## src/rtl/fifo_uart_tx.sv

```systemverilog
// FIFO-draining UART transmitter: pops one word per frame and shifts it out as
// start bit, LSB-first data, optional parity, then one or two stop bits.
module fifo_uart_tx #(
   parameter int WIDTH        = 8,
   parameter int CLKS_PER_BIT = 868,
   parameter int PARITY_EN    = 0,
   parameter int PARITY_ODD   = 0,
   parameter int STOP_BITS    = 1
) (
   input  logic             clk,
   input  logic             rst,
   input  logic             enable,
   input  logic             fifo_empty,
   input  logic [WIDTH-1:0] fifo_data,
   output logic             fifo_r_en,
   output logic             tx,
   output logic             busy,
   output logic             tx_done
);

   localparam int CW = $clog2(CLKS_PER_BIT);
   localparam int BW = $clog2(WIDTH + 1);
   localparam logic [CW-1:0] CYC_LAST  = CW'(CLKS_PER_BIT - 1);
   localparam logic [BW-1:0] DATA_LAST = BW'(WIDTH - 1);
   localparam logic [BW-1:0] STOP_LAST = BW'(STOP_BITS - 1);

   typedef enum logic [2:0] {
      IDLE, FETCH, LOAD, START, DATA, PARITY, STOP
   } state_t;

   state_t           state_q, state_d;
   logic [CW-1:0]    cyc_q;
   logic [BW-1:0]    bit_q;
   logic [WIDTH-1:0] shift_q;
   logic             par_q;
   logic             bit_tick;

   assign bit_tick = (cyc_q == CYC_LAST);

   always_ff @(posedge clk or negedge rst) begin
      if (!rst) state_q <= IDLE;
      else      state_q <= state_d;
   end

   always_comb begin
      state_d = state_q;
      case (state_q)
         IDLE:   if (enable && !fifo_empty) state_d = FETCH;
         FETCH:  state_d = LOAD;
         LOAD:   state_d = START;
         START:  if (bit_tick) state_d = DATA;
         DATA:   if (bit_tick && bit_q == DATA_LAST)
                    state_d = (PARITY_EN != 0) ? PARITY : STOP;
         PARITY: if (bit_tick) state_d = STOP;
         STOP:   if (bit_tick && bit_q == STOP_LAST) state_d = IDLE;
         default: state_d = IDLE;
      endcase
   end

   // Counters restart on every state change so each state sees a clean bit period.
   always_ff @(posedge clk or negedge rst) begin
      if (!rst) begin
         cyc_q   <= '0;
         bit_q   <= '0;
         shift_q <= '0;
         par_q   <= 1'b0;
      end else begin
         if (state_d != state_q || state_q == IDLE || state_q == FETCH || state_q == LOAD) begin
            cyc_q <= '0;
            bit_q <= '0;
         end else if (bit_tick) begin
            cyc_q <= '0;
            bit_q <= bit_q + BW'(1);
         end else begin
            cyc_q <= cyc_q + CW'(1);
         end

         if (state_q == LOAD) begin
            shift_q <= fifo_data;
            par_q   <= (^fifo_data) ^ (PARITY_ODD != 0);
         end else if (state_q == DATA && bit_tick) begin
            shift_q <= shift_q >> 1;
         end
      end
   end

   always_comb begin
      tx        = 1'b1;
      fifo_r_en = 1'b0;
      busy      = (state_q != IDLE);
      tx_done   = 1'b0;
      case (state_q)
         FETCH:  fifo_r_en = 1'b1;
         START:  tx = 1'b0;
         DATA:   tx = shift_q[0];
         PARITY: tx = par_q;
         STOP:   tx_done = bit_tick && (bit_q == STOP_LAST);
         default: tx = 1'b1;
      endcase
   end

endmodule

```

## config.mk

```make
export PLATFORM = sky130hd
export DESIGN_NAME = fifo_uart_tx
export DESIGN_NICKNAME = d
export VERILOG_FILES = /design/src/rtl/fifo_uart_tx.sv
export SDC_FILE = /design/constraint.sdc
export NUM_CORES = 1
export LEC_CHECK = 0
export BUFFER_PORTS_ARGS = -buffer_cell sky130_fd_sc_hd__buf_2
export CAP_MARGIN = 25
export CELL_PAD_IN_SITES_DETAIL_PLACEMENT = 0
export CELL_PAD_IN_SITES_GLOBAL_PLACEMENT = 1
export CORE_AREA = 2 2 75 77
export DETAILED_ROUTE_END_ITERATION = 8
export DIE_AREA = 0 0 77 79
export PLACE_DENSITY = 0.61
export SLEW_MARGIN = 20
export SYNTH_ARGS = -nofsm -noshare
export SYNTH_HDL_FRONTEND = slang
export SYNTH_SLANG_ARGS = --single-unit
export TNS_END_PERCENT = 30
```

## constraint.sdc

```tcl
create_clock -name clk -period 2.19 [get_ports clk]
set_input_delay 0.1095 -clock clk [delete_from_list [all_inputs] [get_ports clk]]
set_output_delay 0.1095 -clock clk [all_outputs]
set_load 0.05 [all_outputs]
```

==> results of run 1 <==
-- what timing repair did --
action                                  4_1_cts  5_1_grt
endpoints found under the hold margin        26        0
endpoints found under the setup margin        0        1
gates resized for setup                       0        1
hold buffers                                  1        0
-- flip-flops by register name, indices dropped and copies added, names as in the netlist --
register,cells
par_q,1
cyc_q,10
state_q,3
bit_q,4
shift_q,8
-- layout by cell type, fill, tap and decap left out, types with 4 or more instances in the layout --
cell,Yosys,layout
sky130_fd_sc_hd__xnor2_1,11,11
sky130_fd_sc_hd__buf_2,2,14
sky130_fd_sc_hd__xor2_1,5,5
sky130_fd_sc_hd__dfrtp_1,26,26
sky130_fd_sc_hd__nand3_1,12,12
sky130_fd_sc_hd__a21oi_1,13,13
sky130_fd_sc_hd__buf_4,0,5
sky130_fd_sc_hd__nor3_1,5,4
sky130_fd_sc_hd__and3_1,4,4
sky130_fd_sc_hd__nor2_1,20,20
sky130_fd_sc_hd__mux2i_1,8,8
sky130_fd_sc_hd__inv_1,5,5
sky130_fd_sc_hd__o21ai_0,6,6
sky130_fd_sc_hd__nand2_1,8,8
-- worst reg2reg max path: stages (launching register included) --
cell                       delay [ns]
sky130_fd_sc_hd__dfrtp_1         0.41
sky130_fd_sc_hd__ha_1            0.27
sky130_fd_sc_hd__and4b_4         0.29
sky130_fd_sc_hd__and3_4          0.28
sky130_fd_sc_hd__mux2_1          0.34
sky130_fd_sc_hd__a221oi_1        0.23
-- cell families (layout without fill, tap and decap cells) --
| logic type | count (synthesis) | in the layout | synth area share |
|---|---|---|---|
| XOR/XNOR | 16 | 16 | 0.0913 |
| flip-flops | 26 | 26 | 0.424 |
| AO/OA/AOI/OAI | 32 | 32 | 0.134 |
| AND/OR/NAND/NOR | 65 | 65 | 0.223 |
| buffers and inverters | 13 | 30 | 0.0432 |
| multiplexers | 9 | 9 | 0.0595 |
| adder cells (fa/ha/maj) | 3 | 3 | 0.0245 |
-- routing by layer --
metal	routed length [um]	global-route usage	vias to the layer above
met5	0	0	-
met4	23	0.0286	0
met3	94	0.0193	4
met2	1580	0.185	19
met1	1530	0.151	604
li1	-	-	612
-- power by group --
group          total [mW]  internal [mW]  switching [mW]
clock               0.401          0.244           0.157
combinational      0.0614         0.0302          0.0312
sequential          0.502          0.495         0.00711
total               0.964          0.769           0.195
-- stage by stage --
| stage | total power, mW | hold WS [ns] | area, um2 | std cells | util |
|---|---|---|---|---|---|
| floorplan | 0.544 | -0.186 | 1540 | 164 | - |
| global placement | 0.572 | 0.160 | 1700 | 248 | 0.318 |
| detailed placement | 0.574 | 0.162 | 1700 | 248 | 0.318 |
| CTS | 0.980 | 0.108 | 1780 | 253 | 0.333 |
| global route | 1.01 | 0.115 | 1780 | 253 | 0.333 |
| finish | 0.964 | 0.114 | 1780 | 253 | 0.333 |
-- final timing paths --
path,startpoint,endpoint,slack (ns),cells after the start
max in group asynchronous,rst,shift_q[5],1.40,2
max,cyc_q[0],tx_done,0.13,6
min,fifo_data[6],shift_q[6],0.11,3
max reg2reg,cyc_q[0],state_q[1],0.27,5
min reg2reg,par_q,par_q,0.50,2
min in group asynchronous,rst,cyc_q[4],0.39,2
-- cell type report --
| cell class | count | area, um2 |
|---|---|---|
| fill | 595 | 3560 |
| multi-input combinational | 125 | 823 |
| sequential | 26 | 651 |
| timing repair buffer | 21 | 125 |
| tap | 72 | 90.1 |
| clock buffer | 3 | 41.3 |
| clock inverter | 1 | 30.0 |
| inverter | 5 | 18.8 |
==> reports/qor.json, run 1 <==
{
  "path_buf_inv": {"value": 1},
  "routedWlPerCell": {"value": 12.8, "unit": "um"},
  "fp-row-count": {"value": 27},
  "crit_path_max_delay_cell_type": {"value": "sky130_fd_sc_hd__dfrtp_1"},
  "critPathKind": {"value": "reg2out"},
  "fmaxAchievable": {"value": 0.485, "unit": "GHz"},
  "post_synth_most_frequent_cells": {"value": "sky130_fd_sc_hd__dfrtp_1 (26), sky130_fd_sc_hd__nor2_1 (20), sky130_fd_sc_hd__a21oi_1 (13), sky130_fd_sc_hd__nand3_1 (12), sky130_fd_sc_hd__xnor2_1 (11)"},
  "layout-drive-gt1-share": {"value": 0.166},
  "antenna_violations_before_repair": {"value": 0},
  "worst_ep_arrival_time": {"value": 1.95, "unit": "ns"},
  "ys_top_cells_by_area": {"value": "sky130_fd_sc_hd__dfrtp_1 (42%), sky130_fd_sc_hd__xnor2_1 (6.3%), sky130_fd_sc_hd__mux2i_1 (5.2%)"},
  "finalWeightedCongestion": {"value": 0.809},
  "mappedNetlistArea": {"value": 1540, "unit": "um2"},
  "timing.max_slew.rel_slack": {"value": 0.592},
  "skew": {"value": 0.00210, "unit": "ns"},
  "cts.sink_count": {"value": 26},
  "measured_slew_at_the_worst_slew_check_pin": {"value": 0.612, "unit": "ns"},
  "layout-area-overhead-vs-synth": {"value": 15.9, "unit": "%"},
  "globalRouteOverflowTotal": {"value": 0},
  "critPathLaunchType": {"value": "register"},
  "worst_ir_drop_vdd": {"value": 0.000227, "unit": "V"},
  "layout_setup_ws": {"value": 0.130, "unit": "ns"},
  "grt_pass1_vias": {"value": 1242},
  "die_width": {"value": 77, "unit": "um"},
  "power.leakage": {"value": 0.836, "unit": "nW"},
  "avgSynthCellArea": {"value": 9.36, "unit": "um2"},
  "vias": {"value": 1239},
  "synth.yosys.seq_area_share": {"value": 0.424},
  "clkLatencyLatePin": {"value": 0.27, "unit": "ns"},
  "outcome": {"value": "finished clean"},
  "worst_setup_path_end_kind": {"value": "primary output"},
  "route.final.wire_length": {"value": 3230, "unit": "um"},
  "finalCritPeriodShare": {"value": 0.941},
  "post-route-drc-count": {"value": 0},
  "port_buffers": {"value": 15},
  "ys.flop_type": {"value": "sky130_fd_sc_hd__dfrtp_1"},
  "htree_num_levels": {"value": 1},
  "core_area": {"value": 5340, "unit": "um2"},
  "report.final.setup_viol": {"value": 0},
  "grt_setup_unrepaired": {"value": "no"},
  "synth.top_cell.area_share": {"value": 0.424},
  "cts_tree": {"value": "done"},
  "synth_edf_count": {"value": 0},
  "vias_per_cell": {"value": 4.90},
  "hp-class": {"value": "in2reg"},
  "timing.critical_path.required": {"value": 2.08, "unit": "ns"},
  "cts.root.buffer_cell": {"value": "sky130_fd_sc_hd__clkbuf_8"},
  "setup_tns": {"value": 0, "unit": "ns"},
  "grt_first_pass_wirelength": {"value": 5620, "unit": "um"},
  "slew_violations": {"value": 0},
  "place_worst_setup_slack": {"value": 0.286, "unit": "ns"},
  "p_per_area": {"value": 542, "unit": "nW/um2"},
  "yosysMostFrequentCell": {"value": "sky130_fd_sc_hd__dfrtp_1"},
  "crit_chain": {"value": "ha_1 -> and4b_4 -> and3_4 -> nand2_1 -> nor3_2 -> clkbuf_4"},
  "cp_top_family": {"value": "simple AND/OR/NAND/NOR gates"},
  "n_antenna_cell": {"value": 0},
  "async_reset_ff_frac": {"value": 1.00},
  "gate_count_of_the_mapped_netlist": {"value": 164},
  "grt_start_max_net_pins": {"value": 27},
  "yosys_register_bits": {"value": 26},
  "firstDrtPassIters": {"value": 4},
  "cts_inserted_buffers": {"value": 3},
  "critical_path.max_fanout": {"value": 12},
  "drv.max_cap_violation_count": {"value": 0},
  "route.antenna.remaining_nets": {"value": 0},
  "ys.warnings.count": {"value": 0},
  "first_iter_violations": {"value": 50},
  "postSynthNetCount": {"value": 179},
  "synth_cell_type_count": {"value": 39},
  "clockBufferDepth": {"value": 2},
  "die-area": {"value": 6080, "unit": "um2"},
  "io_pins": {"value": 16},
  "grt.total_usage": {"value": 0.111},
  "fin_nets": {"value": 197},
  "synth.largest_area_cell": {"value": "sky130_fd_sc_hd__dfrtp_1"},
  "postCtsSetupBuffers": {"value": 0},
  "clkTransAtPathRegs": {"value": 0.09, "unit": "ns"},
  "initial_utilization": {"value": 0.288},
  "fp.dieH": {"value": 79, "unit": "um"},
  "critical_path.max_stage_delay": {"value": 0.41, "unit": "ns"},
  "finalCriticalPeriod": {"value": 2.06, "unit": "ns"},
  "timing_hold_violations_final": {"value": 0},
  "hpwl": {"value": 2400, "unit": "um"}
}
No activity file was read; power rests on OpenSTA's default activity.
==> inputs of run 2 (changes only) <==
--- a/config.mk
+++ b/config.mk
@@ -12,7 +12,8 @@
 export CORE_AREA = 2 2 75 77
 export DETAILED_ROUTE_END_ITERATION = 8
 export DIE_AREA = 0 0 77 79
-export PLACE_DENSITY = 0.61
+export PLACE_DENSITY_LB_ADDON = 0.1
+export REMOVE_ABC_BUFFERS = 1
 export SLEW_MARGIN = 20
 export SYNTH_ARGS = -nofsm -noshare
 export SYNTH_HDL_FRONTEND = slang
==> constraint.sdc (replaced) <==
create_clock -name clk -period 2.1 [get_ports clk]
set_input_delay 0.105 -clock clk [delete_from_list [all_inputs] [get_ports clk]]
set_output_delay 0.105 -clock clk [all_outputs]
set_load 0.05 [all_outputs]
==> reports/qor.json, run 2 (synthesized netlist as in run 1, its figures left out) <==
{
  "outcome": {"value": "finished clean"},
  "overall_power_consumption": {"value": 1.01, "unit": "mW"},
  "globalRouteOverflowTotal": {"value": 0},
  "cts_tree": {"value": "done"},
  "port_buffers": {"value": 15},
  "vias": {"value": 1232},
  "clkTransAtPathRegs": {"value": 0.10, "unit": "ns"},
  "mostFrequentLayoutCell": {"value": "sky130_fd_sc_hd__dfrtp_1"},
  "firstDrtPassIters": {"value": 4},
  "critPathLaunchType": {"value": "register"},
  "regMostFlops": {"value": "cyc_q"},
  "worst_setup_path_end_kind": {"value": "primary output"},
  "htree_num_levels": {"value": 1},
  "postLayoutCoreUtil": {"value": 0.340},
  "io_pins": {"value": 16},
  "antenna_violations_before_repair": {"value": 0},
  "worst_ir_drop_vdd": {"value": 0.000220, "unit": "V"},
  "die-area": {"value": 6080, "unit": "um2"},
  "grt_setup_unrepaired": {"value": "no"},
  "finalWeightedCongestion": {"value": 0.735},
  "finalCriticalPeriod": {"value": 1.96, "unit": "ns"},
  "drv.max_cap_violation_count": {"value": 0},
  "timing.critical_path.required": {"value": 2.00, "unit": "ns"},
  "timing.max_slew.rel_slack": {"value": 0.579},
  "layout-drive-gt1-share": {"value": 0.188},
  "grt_pass1_vias": {"value": 1289},
  "die_width": {"value": 77, "unit": "um"},
  "slew_violations": {"value": 0},
  "fp.dieH": {"value": 79, "unit": "um"},
  "critical_path.max_stage_delay": {"value": 0.41, "unit": "ns"},
  "finalCritPeriodShare": {"value": 0.931},
  "p_per_area": {"value": 558, "unit": "nW/um2"},
  "final.fill_count": {"value": 599},
  "report.final.setup_viol": {"value": 0},
  "vias_per_cell": {"value": 4.78},
  "measured_slew_at_the_worst_slew_check_pin": {"value": 0.631, "unit": "ns"},
  "timing_hold_violations_final": {"value": 0},
  "placed_cell_area": {"value": 1700, "unit": "um2"},
  "grt_first_pass_wirelength": {"value": 6220, "unit": "um"},
  "cts_inserted_buffers": {"value": 3},
  "core_area": {"value": 5340, "unit": "um2"},
  "clkLatencyLatePin": {"value": 0.28, "unit": "ns"},
  "route.antenna.remaining_nets": {"value": 0},
  "cts.sink_count": {"value": 26},
  "power.leakage": {"value": 0.860, "unit": "nW"},
  "mostFrequentLayoutCells": {"value": "sky130_fd_sc_hd__dfrtp_1 (26), sky130_fd_sc_hd__nor2_1 (20), sky130_fd_sc_hd__buf_2 (14)"},
  "grt_start_max_net_pins": {"value": 27},
  "cts.root.buffer_cell": {"value": "sky130_fd_sc_hd__clkbuf_8"},
  "hp-class": {"value": "in2reg"},
  "path_buf_inv": {"value": 1},
  "fin_cells": {"value": 258},
  "worst_ep_arrival_time": {"value": 1.85, "unit": "ns"},
  "critPathKind": {"value": "reg2out"},
  "n_antenna_cell": {"value": 0},
  "routedWlPerCell": {"value": 13.5, "unit": "um"},
  "clockBufferDepth": {"value": 2},
  "holdWs": {"value": 0.0924, "unit": "ns"},
  "fin_nets": {"value": 202},
  "initial_utilization": {"value": 0.288},
  "first_iter_violations": {"value": 71},
  "reg.largest.list": {"value": "cyc_q: 10 flops, shift_q: 8 flops, bit_q: 4 flops"},
  "crit_path_max_delay_cell_type": {"value": "sky130_fd_sc_hd__dfrtp_1"},
  "critical_path.max_fanout": {"value": 6},
  "hpwl": {"value": 2440, "unit": "um"},
  "fmaxAchievable": {"value": 0.511, "unit": "GHz"},
  "skew": {"value": 0.00977, "unit": "ns"},
  "grt.total_usage": {"value": 0.128},
  "place_inst": {"value": 249},
  "max_reg_flops": {"value": 10},
  "layout-area-overhead-vs-synth": {"value": 18.2, "unit": "%"},
  "finalInstanceArea": {"value": 1810, "unit": "um2"},
  "crit_chain": {"value": "ha_2 -> and4b_4 -> and3_4 -> nand2_1 -> nor3_1 -> buf_4"},
  "fp-row-count": {"value": 27},
  "route.final.wire_length": {"value": 3480, "unit": "um"},
  "cp_top_family": {"value": "simple AND/OR/NAND/NOR gates"},
  "post-route-drc-count": {"value": 0}
}
run 2: through the flow:
step	setup WS [ns]	setup TNS [ns]
floorplan	-0.264	-0.264
global placement	0.236	0
detailed placement	0.167	0
CTS	0.0268	0
global route	0.0165	0
finish	0.145	0
run 2: worst min-delay path: stages:
cell                      delay, ns
sky130_fd_sc_hd__buf_2         0.11
sky130_fd_sc_hd__inv_1         0.05
sky130_fd_sc_hd__o21ai_0       0.07
run 2: worst paths after layout:
| kind | start | to | slack, ns | depth (start not counted) |
|---|---|---|---|---|
| min in group asynchronous | rst | bit_q[1] | 0.37 | 2 |
| min reg2reg | par_q | par_q | 0.51 | 2 |
| max in group asynchronous | rst | cyc_q[0] | 1.31 | 2 |
| max reg2reg | cyc_q[1] | state_q[1] | 0.18 | 6 |
| max | cyc_q[1] | tx_done | 0.14 | 6 |
| min | fifo_data[7] | shift_q[7] | 0.09 | 3 |
run 2: final cells by class:
cell class / count / area (um2) / area share
Tap cell: 72 / 90.1 / 0.0497
Clock inverter: 1 / 30.0 / 0.0166
Inverter: 5 / 18.8 / 0.0103
Multi-Input combinational cell: 125 / 821 / 0.452
Timing Repair Buffer: 26 / 163 / 0.0897
Clock buffer: 3 / 41.3 / 0.0228
Sequential cell: 26 / 651 / 0.359
run 2: layer usage:
metal,vias up,part of all wire,wire length [um],track usage
met2,10,0.50,1750,0.219
li1,626,-,-,-
met3,4,0.017,58,0.0205
met1,592,0.47,1630,0.166
met4,0,0.012,40,0.0429
met5,-,0,0,0
run 2: repair_timing:
item / 4_1_cts / 5_1_grt
resized for setup: 2 / 0
hold buffers: 1 / 0
endpoints found under the hold margin: 26 / 0
cloned: 0 / 0
setup buffers: 0 / 4
endpoints found under the setup margin: 1 / 1
pin swaps: 0 / 0
run 2: where the power goes:
| group | leakage (nW) | switching (mW) | total, mW | internal, mW |
|---|---|---|---|---|
| Combinational | 0.516 | 0.0318 | 0.0633 | 0.0315 |
| Clock | 0.0357 | 0.169 | 0.425 | 0.255 |
| Sequential | 0.309 | 0.00847 | 0.524 | 0.516 |
| Total | 0.860 | 0.210 | 1.01 | 0.803 |
